--- src/rtl/arb_req_queue.sv ---
// Request-side front end for a matrix arbiter: one FIFO per requester drives req,
// and a legal grant pops the granted head into a single tagged valid/ready output.
module arb_req_queue #(
  parameter int unsigned N     = 3,
  parameter int unsigned W     = 8,
  parameter int unsigned DEPTH = 4,
  localparam int unsigned IDW  = (N > 1) ? $clog2(N) : 1
) (
  input  logic             clk,
  input  logic             rst,
  input  logic [N-1:0]     in_valid,
  output logic [N-1:0]     in_ready,
  input  logic [N*W-1:0]   in_data,
  output logic [N-1:0]     req,
  input  logic [N-1:0]     gnt,
  input  logic             valid_gnt,
  output logic             out_valid,
  input  logic             out_ready,
  output logic [W-1:0]     out_data,
  output logic [IDW-1:0]   out_id,
  output logic             gnt_err,
  output logic             gnt_drop
);

  localparam int unsigned PW = $clog2(DEPTH);
  localparam int unsigned CW = PW + 1;

  logic [W-1:0]  mem_q    [N][DEPTH];
  logic [PW-1:0] wr_ptr_q [N];
  logic [PW-1:0] rd_ptr_q [N];
  logic [CW-1:0] cnt_q    [N];

  logic [N-1:0]   push;
  logic [N-1:0]   pop_vec;
  logic           gnt_onehot;
  logic           legal;
  logic           illegal;
  logic           out_free;
  logic           pop;
  logic [IDW-1:0] gnt_idx;
  logic [W-1:0]   head;

  always_comb begin
    for (int i = 0; i < N; i++) begin
      req[i]      = (cnt_q[i] != '0);
      in_ready[i] = (cnt_q[i] != CW'(DEPTH));
    end
  end

  // Grant decode; gnt_idx/head only meaningful when gnt is one-hot.
  always_comb begin
    gnt_idx = '0;
    head    = '0;
    for (int i = 0; i < N; i++) begin
      if (gnt[i]) begin
        gnt_idx = IDW'(i);
        head    = mem_q[i][rd_ptr_q[i]];
      end
    end
  end

  assign gnt_onehot = (gnt != '0) && ((gnt & (gnt - 1'b1)) == '0);
  assign legal      = valid_gnt && gnt_onehot && ((gnt & req) != '0);
  assign illegal    = valid_gnt && !legal;
  assign out_free   = !out_valid || out_ready;
  assign pop        = legal && out_free;
  assign pop_vec    = pop ? gnt : '0;
  assign push       = in_valid & in_ready;

  // Payload storage needs no reset: occupancy is tracked by the counters.
  always_ff @(posedge clk) begin
    for (int i = 0; i < N; i++) begin
      if (push[i]) mem_q[i][wr_ptr_q[i]] <= in_data[i*W +: W];
    end
  end

  always_ff @(posedge clk or posedge rst) begin
    if (rst) begin
      for (int i = 0; i < N; i++) begin
        wr_ptr_q[i] <= '0;
        rd_ptr_q[i] <= '0;
        cnt_q[i]    <= '0;
      end
    end else begin
      for (int i = 0; i < N; i++) begin
        if (push[i])    wr_ptr_q[i] <= wr_ptr_q[i] + 1'b1;
        if (pop_vec[i]) rd_ptr_q[i] <= rd_ptr_q[i] + 1'b1;
        cnt_q[i] <= cnt_q[i] + CW'(push[i]) - CW'(pop_vec[i]);
      end
    end
  end

  always_ff @(posedge clk or posedge rst) begin
    if (rst) begin
      out_valid <= 1'b0;
      out_data  <= '0;
      out_id    <= '0;
      gnt_err   <= 1'b0;
      gnt_drop  <= 1'b0;
    end else begin
      if (pop) begin
        out_valid <= 1'b1;
        out_data  <= head;
        out_id    <= gnt_idx;
      end else if (out_ready) begin
        out_valid <= 1'b0;
      end
      gnt_drop <= legal && !out_free;
      if (illegal) gnt_err <= 1'b1;
    end
  end

endmodule

--- config.mk ---
export PLATFORM = sky130hd
export DESIGN_NAME = arb_req_queue
export DESIGN_NICKNAME = d
export VERILOG_FILES = /design/src/rtl/arb_req_queue.sv
export SDC_FILE = /design/constraint.sdc
export NUM_CORES = 1
export LEC_CHECK = 0
export ABC_CLOCK_PERIOD_IN_PS = 7700
export BUFFER_PORTS_ARGS = -buffer_cell sky130_fd_sc_hd__buf_4
export CAP_MARGIN = 15
export CELL_PAD_IN_SITES_DETAIL_PLACEMENT = 0
export CELL_PAD_IN_SITES_GLOBAL_PLACEMENT = 2
export CORE_ASPECT_RATIO = 1.4
export CORE_MARGIN = 2
export CORE_UTILIZATION = 30
export CTS_CLUSTER_SIZE = 28
export DETAILED_ROUTE_END_ITERATION = 6
export GPL_ROUTABILITY_DRIVEN = 0
export PLACE_DENSITY_LB_ADDON = 0.25
export SYNTH_ARGS = -nofsm -noshare
export SYNTH_HDL_FRONTEND = slang
export SYNTH_SLANG_ARGS = --single-unit
--- constraint.sdc ---
create_clock -name clk -period 7.7 [get_ports clk]
set_input_delay 1.155 -clock clk [delete_from_list [all_inputs] [get_ports clk]]
set_output_delay 1.155 -clock clk [all_outputs]
set_load 0.02 [all_outputs]
==> impl_metrics.ini <==
[detailed_routing]
wl_met2_mm = 6.207
wl_met3_um = 434
vias = 3006
drt_pass1_iterations = 4
wl_met1_mm = 5.068
wl_mm = 11.84
via_per_inst = 4.589
drc = 0
top_layer_used = met4
drtIter0Drc = 174
ant_nets = 0
wl_per_cell_um = 18.08

[timing]
setup_viol = 0
min_period_ps = 3095
period_share_pct = 40.19
worst_pin_slew_ps = 1001
maxSlewViolCount = 0
setup_tns_ps = 0
skew_ps = 8.788
grt_setup_unrepaired = false
hold_violations = 0
fmax_mhz = 323.1
relSlewSlack_pct = 33.29

[worst_hold_path]
holdPathStages = 1
hp-start = gnt_err
holdCritPathClass = flop to flop
whs_endpoint = gnt_err

[cts]
cts_sinks = 130
cts.clk_slew.worst_paths_ps = 60
cts_resized = 0
numCtsBuffers = 17
cts_setup_buffers = 0
htree_levels = 4
clk_path_buf_depth = 2
cts_hold_buf = 0
tritoncts = built
clkLatencyLatePin_ps = 410
cts_root_buf = clkbuf_16

[critical_path]
rrSetupSlack_ps = 4800
worstSetupStartpointType = input pin
worstSetupEndpointType = flop
r2r-start = cnt_q[7]
timing.rr.end = cnt_q[5]
r2r_cells = 11
cp_max_fo = 12
cp.required_ps = 7990
crit_type = input pin to flop
worst_ep_arrival_time_ps = 3390

[layout]
num-fill-cells = 1765
drive_gt1_share_pct = 24.82
fin_util_pct = 37.72
multi_input_area_sq_mm = 0.001623
n_antenna_cell = 0
register_area_sq_mm = 0.003734
area_delta_synth_final_pct = 23.21
fin_cells = 655
nets = 457

[global_route]
grt.overflow.total = 0
grt_pass1_vias = 3167
grt_pass1_wl_mm = 18.34
grt_usage_pct = 12.98
antenna_found_initial = 0
grt_max_degree = 35

[placed_design]
placedCellCount = 623
port_buffers = 52
dpl.hpwl_mm = 8.432

[outcome]
status = completed

[floorplan]
dieWidth_um = 118.5
start_util_pct = 30.62
rows = 58
core-area_sq_mm = 0.01800
die_area_sq_mm = 0.01948
fp.dieH_um = 164.4
pin_count = 53

[logic_synthesis]
avgSynthCellArea_sq_um = 16.11
synth-seq-area-share_pct = 67.76
ys_ff_latch = 130
yosys.area.top_type = edfxtp_1
yosysTopAreaCellShare_pct = 52.32
ys_warn_count = 0
synth_area_leaders = edfxtp_1 52%, dfrtp_1 15%, mux2i_1 5.4%
synthCells = 342
syn-cell-area_sq_mm = 0.005510
synth_cell_types = 38
syn_nets = 397

[pwr]
vdd_drop_max_mv = 0.1386
power_density_mw_per_mm2 = 391.6
p_leak_nw = 2.661

[flow_run]
maxCapViolCount = 0
-- layout by cell type, fill, tap and decap left out, types with 9 or more instances in the layout --
master,netlist,final
and3_1,15,15
clkbuf_16,0,17
dfrtp_1,34,34
inv_1,25,25
nand2b_1,12,12
mux2_2,10,10
buf_4,0,53
ha_1,18,18
mux2i_1,30,30
xnor2_1,14,14
edfxtp_1,96,96
o22ai_1,15,15
mux4_2,9,9
-- flip-flops by register name (all words and copies together) (netlist names) --
register	count
mem_q	96
out_data	8
rd_ptr_q	6
gnt_drop	1
out_id	2
out_valid	1
cnt_q	9
wr_ptr_q	6
gnt_err	1
-- per-stage QoR --
| stage | area (sq um) | hold slack (ps) | worst slack [ps] | total power, mW |
|---|---|---|---|---|
| 6_report | 6789 | 485.5 | 4605 | 2.658 |
| 3_3_place_gp | 6148 | 465.5 | 4262 | 1.815 |
| 4_1_cts | 6789 | 485.8 | 4591 | 2.701 |
| 5_1_grt | 6789 | 499.2 | 4396 | 2.807 |
| 2_1_floorplan | 5510 | 467.7 | 4523 | 1.566 |
| 3_5_place_dp | 6148 | 457.8 | 4163 | 1.828 |
-- per-layer routing --
layer  vias to the layer above  global-route usage [%]
li1                       1406                       -
met1                      1521                   15.47
met2                        68                   22.73
met3                        11                   3.299
met4                         0                   4.545
met5                         -                       0
-- worst max-delay path by stage --
| stage | start | end | slack, ps | cells after the start |
|---|---|---|---|---|
| floorplan | gnt[1] | cnt_q[2] | 4520 | 12 |
| global placement | gnt[1] | cnt_q[5] | 4260 | 12 |
| detailed placement | gnt[1] | cnt_q[5] | 4160 | 12 |
| CTS | gnt[1] | cnt_q[5] | 4590 | 12 |
| global route | gnt[1] | cnt_q[8] | 4400 | 12 |
| finish | gnt[1] | cnt_q[5] | 4610 | 12 |
-- synth_stat cells, drive strengths merged --
master   number
or3           2
nor3          4
nand2         5
nor2          6
inv          25
o31ai         1
nand2b       12
a21bo         1
xor2          1
ha           18
xnor2        14
and2          4
mux4          9
clkbuf        5
o32ai         1
o211ai        2
a21o          1
buf           7
o2111ai       1
dfrtp        34
o31a          8
or3b          1
nor2b         1
o21ai         4
nand3b        1
o22ai        15
mux2i        30
fa            3
nand4         2
o21bai        1
and3         15
edfxtp       96
mux2         11
a31o          1
-- logic make-up after synthesis --
group,after synthesis,share of synthesized area (%)
DFF,130,67.76
and+or+nand+nor,53,5.495
muxes,50,11.38
buffers and inverters,37,2.793
AOI/OAI and AO/OA,36,5.018
adders and majority gates,21,5.177
xor gates and xnor gates,15,2.384
-- critical path, cell delays in order --
cell	delay, ps
buf_4	160
nand2b_1	180
o32ai_2	470
o211ai_1	230
inv_1	100
ha_1	220
inv_1	50
ha_1	130
inv_1	50
fa_1	370
xnor2_1	140
xnor2_1	130
-- layout make-up --
| class | count | area share [%] |
|---|---|---|
| sequential | 130 | 54.99 |
| multi-input combinational | 175 | 23.90 |
| clock buffer | 18 | 6.321 |
| timing repair buffer | 53 | 5.861 |
| tap | 240 | 4.423 |
| clock inverter | 14 | 3.115 |
| inverter | 25 | 1.382 |
-- where the power goes --
| group | switching, mW | leakage [nW] | internal (mW) |
|---|---|---|---|
| Sequential | 0.163 | 1.28 | 0.955 |
| Clock | 0.297 | 0.302 | 0.573 |
| Combinational | 0.342 | 1.08 | 0.329 |
(Power assumes the default switching activity.)
